[src/rtl/bcd_subtractor_serial.sv]
// bcd_subtractor_serial
//   Digit-serial packed-BCD subtractor: D = A - B - Bin, one decimal digit per
//   clock, least-significant digit first. A negative result comes back in
//   ten's-complement form with Bout=1.
//
//   Optional feature macro: BCD_SUB_CHECK_EN
//     defined   -> every A/B digit is range-checked as it is processed; err is
//                  sticky until the next accepted start or rst.
//     undefined -> no checking logic; err is tied low.
//
// Parameters
//   DIGITS  number of BCD digits per operand (1..16)
//
// Ports
//   clk    clock, rising edge
//   rst    synchronous active-high reset
//   start  launch request, honoured only when idle or in the done cycle
//   A      minuend, packed BCD, digit 0 in [3:0]
//   B      subtrahend, packed BCD
//   Bin    borrow in at digit 0
//   D      registered difference, packed BCD
//   Bout   registered borrow out of the top digit (1 = A < B + Bin)
//   busy   high while digits are being processed
//   done   one-cycle pulse when D/Bout are fresh
//   err    invalid-digit flag (valid with done)

module bcd_subtractor_serial #(
    parameter int DIGITS = 4
) (
    input  logic                  clk,
    input  logic                  rst,
    input  logic                  start,
    input  logic [4*DIGITS-1:0]   A,
    input  logic [4*DIGITS-1:0]   B,
    input  logic                  Bin,
    output logic [4*DIGITS-1:0]   D,
    output logic                  Bout,
    output logic                  busy,
    output logic                  done,
    output logic                  err
);

    localparam int W  = 4 * DIGITS;
    localparam int IW = (DIGITS > 1) ? $clog2(DIGITS) : 1;
    localparam logic [IW-1:0] IDX_LAST = IW'(DIGITS - 1);

    typedef enum logic [1:0] {
        ST_IDLE,
        ST_RUN,
        ST_DONE
    } state_t;

    state_t          state_reg;
    logic [W-1:0]    a_sh_reg;
    logic [W-1:0]    b_sh_reg;
    logic [W-1:0]    res_reg;
    logic [IW-1:0]   idx_reg;
    logic            borrow_reg;
    logic [W-1:0]    d_reg;
    logic            bout_reg;
    logic            busy_reg;
    logic            done_reg;

    // Per-digit datapath on the current low digit of the operand shifters.
    logic [4:0]      t_next;
    logic            borrow_next;
    logic [3:0]      digit_next;
    logic [W+3:0]    cat_next;
    logic [W-1:0]    res_next;

    always_comb begin
        // 5-bit two's-complement difference; bit 4 is the sign.
        t_next      = {1'b0, a_sh_reg[3:0]} - {1'b0, b_sh_reg[3:0]} - {4'b0000, borrow_reg};
        borrow_next = t_next[4];
        // Adding 10 modulo 16 to the low nibble recovers the decimal digit.
        digit_next  = borrow_next ? (t_next[3:0] + 4'd10) : t_next[3:0];
        // New digit enters at the MSD end; after DIGITS shifts digit 0 sits in [3:0].
        // The widened concatenation keeps this legal when DIGITS == 1.
        cat_next    = {digit_next, res_reg};
        res_next    = cat_next[W+3:4];
    end

`ifdef BCD_SUB_CHECK_EN
    logic err_reg;
    logic digit_bad;

    always_comb begin
        digit_bad = (a_sh_reg[3:0] > 4'd9) || (b_sh_reg[3:0] > 4'd9);
    end

    assign err = err_reg;
`else
    assign err = 1'b0;
`endif

    always_ff @(posedge clk) begin
        if (rst) begin
            state_reg  <= ST_IDLE;
            a_sh_reg   <= '0;
            b_sh_reg   <= '0;
            res_reg    <= '0;
            idx_reg    <= '0;
            borrow_reg <= 1'b0;
            d_reg      <= '0;
            bout_reg   <= 1'b0;
            busy_reg   <= 1'b0;
            done_reg   <= 1'b0;
`ifdef BCD_SUB_CHECK_EN
            err_reg    <= 1'b0;
`endif
        end else begin
            case (state_reg)
                ST_IDLE, ST_DONE: begin
                    done_reg <= 1'b0;
                    if (start) begin
                        a_sh_reg   <= A;
                        b_sh_reg   <= B;
                        borrow_reg <= Bin;
                        idx_reg    <= '0;
                        busy_reg   <= 1'b1;
                        state_reg  <= ST_RUN;
`ifdef BCD_SUB_CHECK_EN
                        err_reg    <= 1'b0;
`endif
                    end else begin
                        busy_reg   <= 1'b0;
                        state_reg  <= ST_IDLE;
                    end
                end

                ST_RUN: begin
                    // start is deliberately not looked at here.
                    a_sh_reg   <= a_sh_reg >> 4;
                    b_sh_reg   <= b_sh_reg >> 4;
                    res_reg    <= res_next;
                    borrow_reg <= borrow_next;
                    idx_reg    <= idx_reg + 1'b1;
`ifdef BCD_SUB_CHECK_EN
                    if (digit_bad) begin
                        err_reg <= 1'b1;
                    end
`endif
                    if (idx_reg == IDX_LAST) begin
                        d_reg     <= res_next;
                        bout_reg  <= borrow_next;
                        busy_reg  <= 1'b0;
                        done_reg  <= 1'b1;
                        state_reg <= ST_DONE;
                    end
                end

                default: begin
                    busy_reg  <= 1'b0;
                    done_reg  <= 1'b0;
                    state_reg <= ST_IDLE;
                end
            endcase
        end
    end

    assign D    = d_reg;
    assign Bout = bout_reg;
    assign busy = busy_reg;
    assign done = done_reg;

endmodule

[config.mk]
export PLATFORM = sky130hd
export DESIGN_NAME = bcd_subtractor_serial
export DESIGN_NICKNAME = d
export VERILOG_FILES = /design/src/rtl/bcd_subtractor_serial.sv
export SDC_FILE = /design/constraint.sdc
export NUM_CORES = 1
export LEC_CHECK = 0
export ABC_CLOCK_PERIOD_IN_PS = 6000
export CORE_UTILIZATION = 40
export CTS_BUF_LIST = sky130_fd_sc_hd__clkbuf_4 sky130_fd_sc_hd__clkbuf_8
export DETAILED_ROUTE_END_ITERATION = 12
export PLACE_DENSITY_LB_ADDON = 0.25
export SLEW_MARGIN = 40
export SYNTH_ARGS = -nofsm -noshare
export SYNTH_HDL_FRONTEND = slang
export SYNTH_SLANG_ARGS = --single-unit
[constraint.sdc]
create_clock -name clk -period 6 [get_ports clk]
set_clock_uncertainty 0.1 [all_clocks]
set_input_delay 1.5 -clock clk [delete_from_list [all_inputs] [get_ports clk]]
set_output_delay 1.5 -clock clk [all_outputs]
set_load 0.02 [all_outputs]
* Word-level counts from Yosys, hierarchy flattened
Index checks and enable logic that the tools add are counted.
W data, S select, Z words.
** Word-level totals
- Bits in registers :: 72
- Output and inout port bits :: 20
** Operators by class
- Bitwise logic cells :: 1
- Equal/unequal tests :: 5
- $add $sub $neg :: 4
- Reductions and logical operators :: 6
- Mux-type cells :: 15
** Operators by type and width (number)
- $pmux W16 S2 :: 2
- $mux W16 :: 2
- $pmux W2 S2 :: 2
- $sub A4 B4 Y5 :: 1
- $sub A5 B1 Y5 :: 1
- $add A4 B4 Y4 const B :: 1
- $eq A2 B2 Y1 const B :: 2
- $mux W1 :: 4
- $mux W2 :: 2
- $mux W4 :: 1
- $ne A2 B2 Y1 const B :: 2
- $pmux W1 S2 :: 2
- $reduce_and A2 Y1 :: 2
- $reduce_or A2 Y1 :: 2
- $add A2 B1 Y2 const B :: 1
- $eq A2 B1 Y1 const B :: 1
- $logic_not A2 Y1 :: 1
- $reduce_bool A2 Y1 :: 1
- $not A1 Y1 :: 1

* Logic depth before layout (Yosys ltp)
- Word-level depth :: 4
- Gate-level depth with buffers :: 13

* Worst setup path after synthesis
Ideal clock, no wire load.
- Kind :: register to register
- Start point :: register a_sh_reg[0]
- End point :: register res_reg[14]
- Library setup time :: 86 ps
- Setup slack :: 2947 ps
- Stages on the path, launching flop included :: 13
- Arrival :: 2867 ps
- Path buffers :: 0
- Cells stage by stage :: dfxtp_1 fa_1 inv_1 ha_1 or2_2 fa_1 nand2b_1 nand2_1 ha_1 a21oi_1 o22a_1 o221a_2 a211oi_1
** Between the ends
- Longest elaborated chain between the ends :: 4
** Ends and longest elaborated chain
- from (decl) :: RTL line 54 : logic [W-1:0] a_sh_reg;
- from (signal assigned) :: RTL line 133 : a_sh_reg <= a_sh_reg >> 4;
- $sub A4 B4 Y5 (*) :: RTL line 73 : t_next = {1'b0, a_sh_reg[3:0]} - {1'b0, b_sh_reg[3:0]} - {4'b0000, borrow_reg};
- $sub A5 B1 Y5 (*) :: RTL line 73
- $add A4 B4 Y4 :: RTL line 76 : digit_next = borrow_next ? (t_next[3:0] + 4'd10) : t_next[3:0];
- $mux W4 (*) :: RTL line 76
- to (signal assigned) :: RTL line 135 : res_reg <= res_next;
- to (decl) :: RTL line 56 : logic [W-1:0] res_reg;
Mark *: on every way between the ends. The rest lies on a longest branch, timed or not.
A chain may end at the register's enable or synchronous reset.

* Final worst setup path
- Start point :: register b_sh_reg[0]
- End point :: register res_reg[14]
** Between the ends
- Longest elaborated chain between the ends :: 4
** Ends and longest elaborated chain
- from (decl) :: RTL line 55 : logic [W-1:0] b_sh_reg;
- from (signal assigned) :: RTL line 134 : b_sh_reg <= b_sh_reg >> 4;
- $sub A4 B4 Y5 (*) :: RTL line 73
- $sub A5 B1 Y5 (*) :: RTL line 73
- $add A4 B4 Y4 :: RTL line 76
- $mux W4 (*) :: RTL line 76
Marked as above.

==> run summary <==
Summing every instance area after synthesis gives 0.00276 mm^2. The count of flip-flops with a built-in enable after synthesis came out at 0. The number of global-route vias before repair is 2,034.

The cell type group with the largest total delay on the critical path is adder cells. The areal power density over the cells came out at 322 mW/mm^2. The distinct cell type count of the synthesized netlist came out at 35. The remaining number of nets flagged by the antenna check after routing came out at 0. The arrival time of the worst setup path came out at 3.42 ns. The count of endpoints failing setup in the final report came out at 0. The classification of the worst-slack hold path is flop to flop. Timing would allow up to 304 MHz. The global-route wire length before repair is 9730 um. The tree built by TritonCTS fans out to 68 sinks. Synthesis handed over a netlist of 321 instances. The final period utilization came out at 0.548.

The number of max-slew violations in the final report is 0. The tool flagged a number of max-cap violations equal to 0. The congestion estimate from routability-driven global placement came to 0.772. The port buffer count is 54. The classification of the worst setup path is flop to flop. The proportion of power drawn by the clock network is 0.363.

The initial antenna violation count is 0. For this design the static power due to leakage is 1.31 nW. The transition time at the pin with the least slew margin is 0.715 ns. Summed over all nets, the half-perimeter wirelength after detailed placement is 3790 um.

The power share of the combinational group came out at 0.200. During synthesis, Yosys emitted a total of 0 warnings. The per-instance average area after synthesis is 8.59 um^2. The area growth from synthesis to layout is 27.9%.

After detailed routing, the number of vias per cell comes to 5.17. The origin of the critical flop-to-flop path is b_sh_reg[0]. The buffers plus inverters on the worst setup path came out at 2.

For this run, the slowest stage of the critical path takes 0.53 ns. The largest net degree at the start of global routing came out at 71. The switching power total is 303 uW.

The number of DRC violations after detailed-routing iteration 0 came out at 111. Global routing finished with a remaining overflow of 0. The worst setup path is launched from a flop.

Post-CTS timing repair inserted 0 buffers for setup. The number of nets handed over by synthesis was 367. Once the clock tree was built, the resizer swapped 0 gates to a different size. Tracing the worst setup path back leads to its startpoint at b_sh_reg[0].

Headroom to the max-slew limit came out at 0.523. The die is 85.0 um tall. The flow ran to the end, and the final reports show no timing, DRC or antenna violations. For this run, asynchronously set or reset flops after synthesis account for 0. The worst hold path begins at D[4].

The first-pass detailed-route iteration total is 4. The slowest stage cell on the critical path is sky130_fd_sc_hd__fa_1. The portion of total power attributed to sequential cells is 0.437. Of the total power, the share spent switching nets is 0.267. The buffer cell driving the clock tree root is sky130_fd_sc_hd__clkbuf_8. The area taken by multi-input logic gates is 0.00126 mm^2. For the final routed database, the setup TNS stands at 0 ns. The utilization after layout is 0.543. TritonCTS built the clock tree.

The worst path required time came out at 6.14 ns. The H-tree depth is 3. The signal on the critical path passes through inv_1 > fa_1 > inv_1 > ha_1 > or2_2 > fa_1 > nand2b_1 > nand2_1 > ha_1 > a21oi_1 > o22a_1 > o221a_2 > a211oi_1.

For this design the top-level I/O count stands at 56. The filler cells instantiated in the layout total 624. STA classifies the critical path endpoint as a flop.

The total internal power came out at 833 uW. The post-detailed-routing wire length is 5720 um. Setup repair after global routing left no endpoint under its margin. In this run, CTS created clock tree buffers numbering 9. The clock transition at the registers of the reported paths is 0.07 ns.

The count of hold buffers inserted by post-cts repair is 0. Detailed routing inserted a total of 2,295 vias. The number of buffers between clock root and the deepest sink is 2. The worst path needs 3.29 ns of the cycle, external delays included.

The initial standard-cell utilization of the core came out at 0.424. The largest driver fanout on the critical path is 3. The clock network latency to the later pin of the worst-skew pair is 0.33 ns. The flop and latch count out of synthesis came out at 68. In the final layout, the share of cells above drive strength 1 is 0.0845. The maximum resistive drop on vdd is 0.000162 V. The hold violation total from the final report is 0. The die area came out at 0.00723 mm^2.

The DRC violation count after routing came out at 0. The most instantiated flip-flop cell in the synthesis netlist is sky130_fd_sc_hd__dfxtp_1. The total routing usage reported by global routing is 0.172.

Row generation in the floorplan step produced 29 rows. The net count of the finished layout is 409. The core region is 0.00649 mm^2. In the final routed layout, each cell accounts on average for 12.9 um. The sequential share of the synthesized area came out at 0.494. The combined flip-flop and latch cell area came out at 0.00136 mm^2. The overall die width came out at 85.0 um.

The repair_antennas step left the layout with diodes totalling 0.
[Yosys cell counts, types with 3 or more instances]
library cell / number / share of area
sky130_fd_sc_hd__clkbuf_1: 14 / 0.019
sky130_fd_sc_hd__o22ai_1: 24 / 0.054
sky130_fd_sc_hd__nand2_1: 44 / 0.060
sky130_fd_sc_hd__inv_1: 9 / 0.012
sky130_fd_sc_hd__buf_2: 8 / 0.015
sky130_fd_sc_hd__dfxtp_1: 68 / 0.49
sky130_fd_sc_hd__nor2_1: 45 / 0.061
sky130_fd_sc_hd__a22oi_1: 10 / 0.027
sky130_fd_sc_hd__nand3b_1: 3 / 0.0082
sky130_fd_sc_hd__a211oi_1: 9 / 0.025
sky130_fd_sc_hd__ha_1: 8 / 0.036
sky130_fd_sc_hd__nor2b_1: 3 / 0.0068
sky130_fd_sc_hd__a21oi_1: 24 / 0.044
sky130_fd_sc_hd__nor3_1: 21 / 0.038
sky130_fd_sc_hd__nand2b_1: 3 / 0.0068
[kinds of logic after synthesis]
kind of cell | count (synthesis) | share of synthesized area
buf+inv | 34 | 0.0513
xor+xnor | 4 | 0.0127
other cells | 1 | 0.00136
flops | 68 | 0.494
fa+ha+maj | 10 | 0.0508
simple gates | 125 | 0.199
compound gates | 79 | 0.191
[area by class of cell]
| type | count | share of cell area |
|---|---|---|
| Clock buffer | 11 | 0.0412 |
| Clock inverter | 4 | 0.0209 |
| Inverter | 9 | 0.00958 |
| Multi-Input combinational cell | 219 | 0.359 |
| Sequential cell | 68 | 0.386 |
| Tap cell | 77 | 0.0273 |
| Timing Repair Buffer | 56 | 0.156 |
[final timing paths]
check	end	slack (ns)	cells after the start
min	D[4]	0.35	2
max reg2reg	res_reg[14]	2.71	13
max	res_reg[14]	2.71	13
min reg2reg	D[4]	0.35	2
[layout by cell type, fill, tap and decap left out, types with 3 or more instances in the layout]
master and count:
sky130_fd_sc_hd__dfxtp_1 68, sky130_fd_sc_hd__clkdlybuf4s50_1 53, sky130_fd_sc_hd__nand2_1 44, sky130_fd_sc_hd__nor2_1 44
sky130_fd_sc_hd__a21oi_1 24, sky130_fd_sc_hd__o22ai_1 24, sky130_fd_sc_hd__nor3_1 21, sky130_fd_sc_hd__a22oi_1 10
sky130_fd_sc_hd__clkbuf_8 10, sky130_fd_sc_hd__inv_1 9, sky130_fd_sc_hd__a211oi_1 9, sky130_fd_sc_hd__ha_1 8
sky130_fd_sc_hd__nand3b_1 3
[worst min-delay path: cells and delay by family, from the launching register on]
| kind | cells | cell delay, ns |
|---|---|---|
| flip-flops | 1 | 0.31 |
| AO/OA/AOI/OAI | 1 | 0.05 |
| AND/OR/NAND/NOR | 1 | 0.05 |
[per-stage QoR]
stage	std cells	cell area [um^2]	hold WS (ns)	power (mW)	worst slack, ns
after floorplan	321	2760	0.332	0.673	2.95
after global placement	429	3300	0.341	0.729	2.02
after detailed placement	429	3310	0.347	0.735	2.53
after CTS	444	3520	0.357	1.15	2.69
after global routing	444	3520	0.371	1.20	2.49
final	444	3520	0.352	1.14	2.71
[power by group through the flow]
stage          combinational (mW)  clock [mW]  sequential, mW
2_1_floorplan               0.170           0           0.503
3_3_place_gp                0.222           0           0.507
3_5_place_dp                0.228           0           0.507
4_1_cts                     0.229       0.420           0.497
5_1_grt                     0.256       0.444           0.501
6_report                    0.227       0.412           0.497
[routing by layer]
layer / part of all wire / GRT usage / wire length [um]
met1: 0.49 / 0.237 / 2800
met2: 0.47 / 0.255 / 2670
met3: 0.036 / 0.0535 / 207
met4: 0.0073 / 0.0555 / 42
met5: 0 / 0 / 0
No activity file was read; power rests on OpenSTA's default activity.
